<file path="src/rtl/alu_arbiter_if.sv">
// alu_arbiter_if
//   Bundles the two requester handshakes, the response handshake and the busy
//   flag of alu_arbiter.
//   master : requester/consumer side (drives reqN_valid/op/a/b and rsp_ready)
//   slave  : arbiter side (drives reqN_ready, rsp_valid/id/data/err, busy)
interface alu_arbiter_if #(
    parameter int WIDTH    = 15,
    parameter int OP_WIDTH = 3
);
    logic                req0_valid;
    logic                req0_ready;
    logic [OP_WIDTH-1:0] req0_op;
    logic [WIDTH-1:0]    req0_a;
    logic [WIDTH-1:0]    req0_b;

    logic                req1_valid;
    logic                req1_ready;
    logic [OP_WIDTH-1:0] req1_op;
    logic [WIDTH-1:0]    req1_a;
    logic [WIDTH-1:0]    req1_b;

    logic                rsp_valid;
    logic                rsp_ready;
    logic                rsp_id;
    logic [WIDTH:0]      rsp_data;
    logic                rsp_err;
    logic                busy;

    modport master (
        output req0_valid, req0_op, req0_a, req0_b,
        output req1_valid, req1_op, req1_a, req1_b,
        output rsp_ready,
        input  req0_ready, req1_ready,
        input  rsp_valid, rsp_id, rsp_data, rsp_err, busy
    );

    modport slave (
        input  req0_valid, req0_op, req0_a, req0_b,
        input  req1_valid, req1_op, req1_a, req1_b,
        input  rsp_ready,
        output req0_ready, req1_ready,
        output rsp_valid, rsp_id, rsp_data, rsp_err, busy
    );
endinterface

</file>
<file path="src/rtl/alu_arbiter.sv">
// alu_arbiter
//   Shares one combinational alu between two requesters. Round-robin grant in
//   IDLE, operands latched on accept, result registered at the end of EXEC and
//   held in RESP until the consumer takes it.
//   clk   : rising-edge clock
//   rst_n : asynchronous active-low reset
//   bus   : alu_arbiter_if.slave (request ports 0/1, response, busy)
//
// alu
//   Combinational datapath: 001 ADD (carry kept in bit WIDTH), 010 SUB
//   (modulo 2^(WIDTH+1)), 011 AND, 100 OR, 101 XOR; any other opcode yields 0.
module alu #(
    parameter int WIDTH    = 15,
    parameter int OP_WIDTH = 3
) (
    input  logic [OP_WIDTH-1:0] op_i,
    input  logic [WIDTH-1:0]    a_i,
    input  logic [WIDTH-1:0]    b_i,
    output logic [WIDTH:0]      y_o
);
    logic [WIDTH:0] a_ext;
    logic [WIDTH:0] b_ext;

    assign a_ext = {1'b0, a_i};
    assign b_ext = {1'b0, b_i};

    always_comb begin
        y_o = '0;
        case (op_i)
            OP_WIDTH'(1): y_o = a_ext + b_ext;
            OP_WIDTH'(2): y_o = a_ext - b_ext;
            OP_WIDTH'(3): y_o = a_ext & b_ext;
            OP_WIDTH'(4): y_o = a_ext | b_ext;
            OP_WIDTH'(5): y_o = a_ext ^ b_ext;
            default:      y_o = '0;
        endcase
    end
endmodule

module alu_arbiter #(
    parameter int WIDTH    = 15,
    parameter int OP_WIDTH = 3
) (
    input logic         clk,
    input logic         rst_n,
    alu_arbiter_if.slave bus
);
    typedef enum logic [1:0] {IDLE, EXEC, RESP} state_t;

    state_t              state_q;
    logic                rr_q;
    logic                id_q;
    logic                rsp_valid_q;
    logic                rsp_err_q;
    logic [WIDTH:0]      rsp_data_q;
    logic [OP_WIDTH-1:0] op_q;
    logic [WIDTH-1:0]    a_q;
    logic [WIDTH-1:0]    b_q;

    logic                gnt_any;
    logic                gnt_id;
    logic [WIDTH:0]      alu_y;

    function automatic logic op_illegal(input logic [OP_WIDTH-1:0] op);
        return !((op >= OP_WIDTH'(1)) && (op <= OP_WIDTH'(5)));
    endfunction

    // Grant is only offered in IDLE and never while reset is held, so a
    // requester cannot see ready during reset.
    always_comb begin
        gnt_any = 1'b0;
        gnt_id  = 1'b0;
        if ((state_q == IDLE) && rst_n) begin
            if (bus.req0_valid && bus.req1_valid) begin
                gnt_any = 1'b1;
                gnt_id  = rr_q;
            end else if (bus.req0_valid) begin
                gnt_any = 1'b1;
                gnt_id  = 1'b0;
            end else if (bus.req1_valid) begin
                gnt_any = 1'b1;
                gnt_id  = 1'b1;
            end
        end
    end

    assign bus.req0_ready = gnt_any && !gnt_id;
    assign bus.req1_ready = gnt_any && gnt_id;

    // Operand registers carry no reset: they are only observed through the
    // alu while in EXEC, which is always preceded by an accept.
    always_ff @(posedge clk) begin
        if (gnt_any) begin
            op_q <= gnt_id ? bus.req1_op : bus.req0_op;
            a_q  <= gnt_id ? bus.req1_a  : bus.req0_a;
            b_q  <= gnt_id ? bus.req1_b  : bus.req0_b;
        end
    end

    alu #(
        .WIDTH   (WIDTH),
        .OP_WIDTH(OP_WIDTH)
    ) u_alu (
        .op_i(op_q),
        .a_i (a_q),
        .b_i (b_q),
        .y_o (alu_y)
    );

    always_ff @(posedge clk or negedge rst_n) begin
        if (!rst_n) begin
            state_q     <= IDLE;
            rr_q        <= 1'b0;
            id_q        <= 1'b0;
            rsp_valid_q <= 1'b0;
            rsp_err_q   <= 1'b0;
            rsp_data_q  <= '0;
        end else begin
            case (state_q)
                IDLE: begin
                    if (gnt_any) begin
                        id_q    <= gnt_id;
                        // Point at the other port so contention alternates.
                        rr_q    <= ~gnt_id;
                        state_q <= EXEC;
                    end
                end
                EXEC: begin
                    rsp_err_q   <= op_illegal(op_q);
                    rsp_data_q  <= op_illegal(op_q) ? '0 : alu_y;
                    rsp_valid_q <= 1'b1;
                    state_q     <= RESP;
                end
                RESP: begin
                    if (bus.rsp_ready) begin
                        rsp_valid_q <= 1'b0;
                        state_q     <= IDLE;
                    end
                end
                default: state_q <= IDLE;
            endcase
        end
    end

    assign bus.rsp_valid = rsp_valid_q;
    assign bus.rsp_id    = id_q;
    assign bus.rsp_data  = rsp_data_q;
    assign bus.rsp_err   = rsp_err_q;
    assign bus.busy      = (state_q != IDLE);
endmodule

</file>
<file path="src/flat_wrapper.sv">
// flat-port wrapper written by rule: the top's interface ports become plain ports
module alu_arbiter_flat 
#(
    parameter int WIDTH    = 15,
    parameter int OP_WIDTH = 3
)
  (clk, rst_n, bus_req0_valid, bus_req0_op, bus_req0_a, bus_req0_b, bus_req1_valid, bus_req1_op, bus_req1_a, bus_req1_b, bus_rsp_ready, bus_req0_ready, bus_req1_ready, bus_rsp_valid, bus_rsp_id, bus_rsp_data, bus_rsp_err, bus_busy);
  alu_arbiter_if #(.WIDTH(WIDTH), .OP_WIDTH(OP_WIDTH)) bus_i ();
  input logic clk;
  input logic rst_n;
  input wire logic [$bits(bus_i.req0_valid)-1:0] bus_req0_valid;
  input wire logic [$bits(bus_i.req0_op)-1:0] bus_req0_op;
  input wire logic [$bits(bus_i.req0_a)-1:0] bus_req0_a;
  input wire logic [$bits(bus_i.req0_b)-1:0] bus_req0_b;
  input wire logic [$bits(bus_i.req1_valid)-1:0] bus_req1_valid;
  input wire logic [$bits(bus_i.req1_op)-1:0] bus_req1_op;
  input wire logic [$bits(bus_i.req1_a)-1:0] bus_req1_a;
  input wire logic [$bits(bus_i.req1_b)-1:0] bus_req1_b;
  input wire logic [$bits(bus_i.rsp_ready)-1:0] bus_rsp_ready;
  output wire logic [$bits(bus_i.req0_ready)-1:0] bus_req0_ready;
  output wire logic [$bits(bus_i.req1_ready)-1:0] bus_req1_ready;
  output wire logic [$bits(bus_i.rsp_valid)-1:0] bus_rsp_valid;
  output wire logic [$bits(bus_i.rsp_id)-1:0] bus_rsp_id;
  output wire logic [$bits(bus_i.rsp_data)-1:0] bus_rsp_data;
  output wire logic [$bits(bus_i.rsp_err)-1:0] bus_rsp_err;
  output wire logic [$bits(bus_i.busy)-1:0] bus_busy;
  assign bus_i.req0_valid = bus_req0_valid;
  assign bus_i.req0_op = bus_req0_op;
  assign bus_i.req0_a = bus_req0_a;
  assign bus_i.req0_b = bus_req0_b;
  assign bus_i.req1_valid = bus_req1_valid;
  assign bus_i.req1_op = bus_req1_op;
  assign bus_i.req1_a = bus_req1_a;
  assign bus_i.req1_b = bus_req1_b;
  assign bus_i.rsp_ready = bus_rsp_ready;
  assign bus_req0_ready = bus_i.req0_ready;
  assign bus_req1_ready = bus_i.req1_ready;
  assign bus_rsp_valid = bus_i.rsp_valid;
  assign bus_rsp_id = bus_i.rsp_id;
  assign bus_rsp_data = bus_i.rsp_data;
  assign bus_rsp_err = bus_i.rsp_err;
  assign bus_busy = bus_i.busy;
  alu_arbiter #(.WIDTH(WIDTH), .OP_WIDTH(OP_WIDTH)) u_core (.clk(clk), .rst_n(rst_n), .bus(bus_i));
endmodule
</file>
<file path="config.mk">
export PLATFORM = sky130hd
export DESIGN_NAME = alu_arbiter_flat
export DESIGN_NICKNAME = d
export VERILOG_FILES = /design/src/rtl/alu_arbiter_if.sv /design/src/rtl/alu_arbiter.sv /design/src/flat_wrapper.sv
export SDC_FILE = /design/constraint.sdc
export NUM_CORES = 1
export LEC_CHECK = 0
export ABC_AREA = 0
export CAP_MARGIN = 20
export CORE_ASPECT_RATIO = 1.25
export CORE_UTILIZATION = 45
export CTS_CLUSTER_DIAMETER = 100
export DETAILED_ROUTE_END_ITERATION = 6
export PLACE_DENSITY = 0.81
export SLEW_MARGIN = 20
export SYNTH_ARGS = -nofsm -noshare
export SYNTH_HDL_FRONTEND = slang
export SYNTH_SLANG_ARGS = --single-unit
</file>
<file path="constraint.sdc">
create_clock -name clk -period 2.8 [get_ports clk]
set_input_delay 0.7 -clock clk [delete_from_list [all_inputs] [get_ports clk]]
set_output_delay 0.7 -clock clk [all_outputs]
set_load 0.02 [all_outputs]
</file>
==> flow_metrics.env, run 1 <==
export IMPL_status="complete, no violations"
export IMPL_place_congestion=0.903
export IMPL_finalHoldViolations=0
export IMPL_synthDistinctLibCells=54
export IMPL_worst_pin_slew_ps=656
export IMPL_nets=735
export IMPL_clockRootBuffer="clkbuf_8"
export IMPL_rsz0062_at_grt="true"
export IMPL_clock_path_buffers=2
export IMPL_cts_tree="done"
export IMPL_grt_usage_pct=22.0
export IMPL_clock_latency_ps=320
export IMPL_report_final_setup_viol=0
export IMPL_fin_cells=738
export IMPL_power_density_nw_per_um2=639
export IMPL_power_static_leakage_nw=2.61
export IMPL_grt_use_met1_pct=24.9
export IMPL_drive_above_1_share_pct=16.2
export IMPL_fin_ws_ps=6.79
export IMPL_ir_drop_mv=0.223
export IMPL_synthCells=488
export IMPL_utilization_pct=65.8
export IMPL_yosys_top_cells_area="edfxtp_1 (24%), ha_1 (14%), dfrtp_1 (13%)"
export IMPL_cts_hold_buf=0
export IMPL_die_w_um=87.9
export IMPL_crit_chain="nor4_4, nand2_2, buf_6, o31ai_4, xnor2_1, ha_2, a211oi_2, o211ai_1, o221ai_1, xor2_1, o21ai_1"
export IMPL_die_area_um2=9610
export IMPL_busiest_layer="met2"
export IMPL_num_vias=3875
export IMPL_drc=0
export IMPL_worstPathMaxFanout=6
export IMPL_cts_buffers_inserted=5
export IMPL_finalCritPeriodShare_pct=99.8
export IMPL_use_met3_pct=3.08
export IMPL_htree_levels=2
export IMPL_synth_async_sr_flop_share_pct=40.0
export IMPL_syn_to_final_growth_pct=39.5
export IMPL_port_buffers=92
export IMPL_timing_fmax_mhz=358
export IMPL_finalClockSkew_ps=7.24
export IMPL_drt_wl_total_mm=10.5
export IMPL_end_kind="flip-flop"
export IMPL_synth_seq_cells=55
export IMPL_synth_largest_area_cell="edfxtp_1"
export IMPL_gr_total_overflow=0
export IMPL_seq_area_frac_synth_pct=37.2
export IMPL_holdWs_ps=488
export IMPL_grt_pass1_vias=3759
export IMPL_maxCapViolCount=0
export IMPL_synth_flop_cell="edfxtp_1"
export IMPL_yosys_area_top_type_share_pct=23.9
export IMPL_pre_cts_ws_ps=-227
export IMPL_num_rows=38
export IMPL_clkSinkCount=55
export IMPL_cp_data_required_time_ps=3010
export IMPL_netlist_area_um2=4150
export IMPL_hp_class="reg -> reg"
export IMPL_synth_net_count=606
export IMPL_firstDrtPassIters=5
export IMPL_hpwl_mm=8.07
export IMPL_path_clk_slew_ps=100
export IMPL_antenna_found_initial=0
export IMPL_initial_utilization_pct=47.2
export IMPL_slowest_delay_ps=440
export IMPL_layout_min_cycle_time_ps=2790
export IMPL_io_pins=93
export IMPL_crit_arrival_ps=3010
export IMPL_grt_max_degree=35
export IMPL_coreArea_um2=8800
export IMPL_avgSynthCellArea_um2=8.50
export IMPL_drtIter0Drc=219
export IMPL_relSlewSlack_pct=56.0
export IMPL_antenna_left=0
export IMPL_via_per_inst=5.25
export IMPL_slew_viol_final=0
export IMPL_grt_use_met2_pct=40.9
export IMPL_worstSetupPathType="reg -> reg"
export IMPL_synth_edff_count=33
export IMPL_synth_most_common_cell="nand2_1"
export IMPL_slowest_stage="edfxtp_1"
export IMPL_placed_cells=725
export IMPL_grt_pass1_wl_mm=16.5
export IMPL_synthTopCellsByCount="nand2_1 (141), ha_1 (46), edfxtp_1 (33)"
export IMPL_diodes=0
export IMPL_synth_warnings=0
export IMPL_chipHeight_um=109
export IMPL_drt_wirelength_per_cell_um=14.2
export IMPL_start_kind="flip-flop"
-- where the power goes --
part           total [mW]  switching [mW]  leakage, nW  internal (mW)
clock network       0.532           0.265       0.0562          0.267
registers            1.20           0.126        0.594           1.08
logic                1.96            1.03         1.96          0.931
total                3.70            1.42         2.61           2.28
-- final timing paths --
kind,slack (ps),to,depth (start not counted),startpoint
worst min register to register,490,u_core.rr_q$_DFFE_PN0P_,1,u_core.rr_q$_DFFE_PN0P_
worst min-delay path,490,u_core.rr_q$_DFFE_PN0P_,1,u_core.rr_q$_DFFE_PN0P_
max in group asynchronous,1810,u_core.bus.rsp_data[7]$_DFFE_PN0P_,2,rst_n
worst max-delay path,7,u_core.bus.rsp_data[15]$_DFFE_PN0P_,11,u_core.b_q[5]$_DFFE_PP_
worst max register to register,7,u_core.bus.rsp_data[15]$_DFFE_PN0P_,11,u_core.b_q[5]$_DFFE_PP_
min in group asynchronous,750,u_core.bus.rsp_id$_DFFE_PN0P_,2,rst_n
-- area by class of cell --
type                            instances  area, um2
Fill cell                             709       3010
Multi-Input combinational cell        377       2540
Timing Repair Buffer                  141       1310
Inverter                               37        139
Clock inverter                          3       42.5
Tap cell                              120        150
Clock buffer                            5       68.8
Sequential cell                        55       1540
-- critical path, delay by kind of cell, from the launching register on --
| kind | cells | cell delay, ps |
|---|---|---|
| adder cells (fa/ha/maj) | 1 | 340 |
| flip-flops | 1 | 440 |
| XOR/XNOR | 2 | 330 |
| AO/OA/AOI/OAI | 5 | 880 |
| buffers and inverters | 1 | 150 |
| AND/OR/NAND/NOR | 2 | 530 |
-- sequential cells by signal, summed over array words and instances (netlist names) --
register	flops
u_core.a_q	15
u_core.b_q	15
u_core.bus.rsp_data	16
u_core.bus.rsp_err	1
u_core.bus.rsp_id	1
u_core.bus.rsp_valid	1
u_core.op_q	3
u_core.rr_q	1
u_core.state_q	2
-- layer usage --
metal	share of wire (%)	vias to the layer above
met5	0	-
met3	3.9	16
met1	41	1802
li1	-	1940
met2	53	117
met4	2.1	0
-- what timing repair did --
item / in CTS / in global routing
pin swaps: 1 / 20
gates resized for setup: 4 / 43
setup endpoints to repair: 3 / 9
setup buffers: 0 / 5
-- through the flow --
step / area (um2) / total power [mW] / setup TNS, ps
2_1_floorplan: 4150 / 2.30 / 0
3_3_place_gp: 5470 / 2.97 / -189
3_5_place_dp: 5470 / 3.03 / -325
4_1_cts: 5590 / 3.56 / 0
5_1_grt: 5790 / 3.93 / -779
6_report: 5790 / 3.70 / 0
-- cell usage in the layout (no fill, tap or decap), types with 3 or more instances in the layout --
cell type	instances
o31ai_1	3
ha_2	4
inv_1	30
a21oi_2	6
o211ai_1	4
nand2_1	138
o221ai_1	3
inv_2	6
a21o_1	7
dfrtp_1	22
xnor2_1	18
nor3_1	4
o21ai_0	17
a222oi_1	4
a22oi_1	10
nor2_1	17
edfxtp_1	33
o21a_1	5
o21ai_1	15
o21ai_2	4
clkbuf_8	5
a21oi_1	10
clkdlybuf4s50_1	90
buf_4	46
ha_1	42
nand2_2	4
nand3_1	5
xor2_1	7
nand2b_1	4
-- logic make-up after synthesis --
logic type	count (synthesis)	synth area share (%)
and+or+nand+nor	194	19.7
AOI/OAI and AO/OA	109	17.3
buffers and inverters	56	5.70
DFF	55	37.2
adders and majority gates	47	14.4
xor gates and xnor gates	25	5.28
muxes	2	0.483
(Power assumes the default switching activity.)
==> run 2: changes to the inputs <==
--- a/config.mk
+++ b/config.mk
@@ -9,6 +9,7 @@
 export CAP_MARGIN = 20
 export CORE_ASPECT_RATIO = 1.25
 export CORE_UTILIZATION = 45
+export CTS_BUF_LIST = sky130_fd_sc_hd__clkbuf_8
 export CTS_CLUSTER_DIAMETER = 100
 export DETAILED_ROUTE_END_ITERATION = 6
 export PLACE_DENSITY = 0.81
==> results of run 2 <==
The final DEF is identical to that of run 1; final timing and power are the same.
==> run 3: changes to the inputs <==
--- a/config.mk
+++ b/config.mk
@@ -8,11 +8,11 @@
 export ABC_AREA = 0
 export CAP_MARGIN = 20
 export CORE_ASPECT_RATIO = 1.25
-export CORE_UTILIZATION = 45
+export CORE_UTILIZATION = 40
 export CTS_BUF_LIST = sky130_fd_sc_hd__clkbuf_8
 export CTS_CLUSTER_DIAMETER = 100
 export DETAILED_ROUTE_END_ITERATION = 6
-export PLACE_DENSITY = 0.81
+export PLACE_DENSITY = 0.74
 export SLEW_MARGIN = 20
 export SYNTH_ARGS = -nofsm -noshare
 export SYNTH_HDL_FRONTEND = slang
==> flow_metrics.env, run 3 (synthesis gave the netlist of run 1 again) <==
export IMPL_status="complete, but fails checks"
export IMPL_violations="negative setup slack"
export IMPL_clock_latency_ps=310
export IMPL_report_final_setup_viol=1
export IMPL_drt_wl_total_mm=10.2
export IMPL_register_area_um2=1540
export IMPL_crit_arrival_ps=2990
export IMPL_drt_wirelength_per_cell_um=13.6
export IMPL_fin_cells=753
export IMPL_slowest_delay_ps=390
export IMPL_nets=741
export IMPL_drtIter0Drc=198
export IMPL_placed_cell_area_um2=5490
export IMPL_comb_power_share_pct=55.2
export IMPL_maxCapViolCount=0
export IMPL_num_vias=3832
export IMPL_die_w_um=93.1
export IMPL_timing_fmax_mhz=356
export IMPL_cts_tree="done"
export IMPL_grt_pass1_vias=3598
export IMPL_coreArea_um2=10100
export IMPL_cts_buffers_inserted=5
export IMPL_drc=0
export IMPL_multi_input_area_um2=2560
export IMPL_via_per_inst=5.09
export IMPL_cts_hold_buf=0
export IMPL_power_static_leakage_nw=2.63
export IMPL_drive_above_1_share_pct=17.0
export IMPL_syn_to_final_growth_pct=40.6
export IMPL_start_kind="flip-flop"
export IMPL_clkSinkCount=55
export IMPL_holdWs_ps=484
export IMPL_end_kind="flip-flop"
export IMPL_chipHeight_um=116
export IMPL_antenna_left=0
export IMPL_layout_min_cycle_time_ps=2810
export IMPL_swShare_pct=38.9
export IMPL_htree_levels=2
export IMPL_power_density_nw_per_um2=617
export IMPL_gr_total_overflow=0
export IMPL_hpwl_mm=7.96
export IMPL_cp_data_required_time_ps=2980
export IMPL_p_int_mw=2.20
export IMPL_worstPathMaxFanout=3
export IMPL_seqPwrFrac_pct=33.5
export IMPL_worst_pin_slew_ps=628
export IMPL_crit_chain="nand2b_2, or2_1, nand2_1, o21ai_2, fa_2, nor2b_2, o211ai_1, a21oi_2, a22oi_1, a221oi_1, o41ai_1"
export IMPL_grt_usage_pct=18.8
export IMPL_clock_path_buffers=2
export IMPL_power_frac_clock_pct=11.3
export IMPL_num_rows=41
export IMPL_io_pins=93
export IMPL_fin_area_um2=5830
export IMPL_slowest_stage="fa_2"
export IMPL_grt_pass1_wl_mm=16.2
export IMPL_ir_drop_mv=0.203
export IMPL_antenna_found_initial=0
export IMPL_slew_viol_final=0
export IMPL_worstSetupPathType="reg -> reg"
export IMPL_rsz0062_at_grt="true"
export IMPL_setup_tns_ps=-6.80
export IMPL_die_area_um2=10800
export IMPL_relSlewSlack_pct=57.8
export IMPL_firstDrtPassIters=6
export IMPL_final_cell_mix="nand2_1 (138), clkdlybuf4s50_1 (90), buf_4 (53)"
export IMPL_pre_cts_ws_ps=-307
export IMPL_largest_reg_flops=16
export IMPL_initial_utilization_pct=41.1
export IMPL_hp_class="reg -> reg"
export IMPL_path_clk_slew_ps=90
export IMPL_placed_cells=735
export IMPL_fin_ws_ps=-6.80
export IMPL_layout_commonest_cell="nand2_1"
export IMPL_place_congestion=0.902
export IMPL_p_total_mw=3.60
export IMPL_port_buffers=92
export IMPL_diodes=0
export IMPL_n_fill_cell=874
export IMPL_p_sw_mw=1.40
export IMPL_finalClockSkew_ps=8.95
export IMPL_clockRootBuffer="clkbuf_8"
export IMPL_finalHoldViolations=0
export IMPL_utilization_pct=57.7
export IMPL_finalCritPeriodShare_pct=100
export IMPL_grt_max_degree=35
-- run 3: cell types whose count changed in the layout (fill, tap and decap cells not counted), moves of 2 or more --
cell   change
ha_2       -3
ha_1       +2
buf_4      +7
inv_1      +2
-- run 3: critical path: cells and delay by family (launching register included) --
family / cells / cell delay, ps
adders and majority gates: 1 / 390
and+or+nand+nor: 4 / 750
AOI/OAI and AO/OA: 6 / 1150
DFF: 1 / 380
-- run 3: final timing paths --
path	from	end	slack [ps]	cells past startpoint
max in group asynchronous	rst_n	u_core.bus.rsp_data[13]$_DFFE_PN0P_	1770	2
worst max-delay path	u_core.op_q[2]$_DFFE_PP_	u_core.bus.rsp_data[14]$_DFFE_PN0P_	-7	11
min in group asynchronous	rst_n	u_core.bus.rsp_data[3]$_DFFE_PN0P_	770	2
worst min register to register	u_core.rr_q$_DFFE_PN0P_	u_core.rr_q$_DFFE_PN0P_	480	1
worst min-delay path	u_core.rr_q$_DFFE_PN0P_	u_core.rr_q$_DFFE_PN0P_	480	1
worst max register to register	u_core.op_q[2]$_DFFE_PP_	u_core.bus.rsp_data[14]$_DFFE_PN0P_	-7	11
-- run 3: cell type report --
class	count	area share (%)
Multi-Input combinational cell	377	43.9
Sequential cell	55	26.4
Timing Repair Buffer	147	23.1
Tap cell	129	2.77
Inverter	37	2.38
Clock buffer	5	1.18
Clock inverter	3	0.214
-- run 3: timing repair --
item	4_1_cts	5_1_grt
pin swaps	2	30
endpoints found under the setup margin	5	11
gates resized for setup	9	39
setup buffers	0	10
-- run 3: metal layers --
metal	track usage [%]	vias up	part of all wire, %
met2	33.7	118	50
met5	0	-	0
met4	7.59	0	2.5
met1	22.8	1740	43
met3	2.36	19	3.8
li1	-	1955	-
-- run 3: power by group through the flow --
stage | logic (mW) | registers [mW] | clock network (mW)
detailed placement | 1.82 | 1.22 | 0
global route | 2.17 | 1.24 | 0.453
global placement | 1.77 | 1.21 | 0
CTS | 1.84 | 1.20 | 0.426
floorplan | 0.957 | 1.35 | 0
finish | 1.99 | 1.21 | 0.408
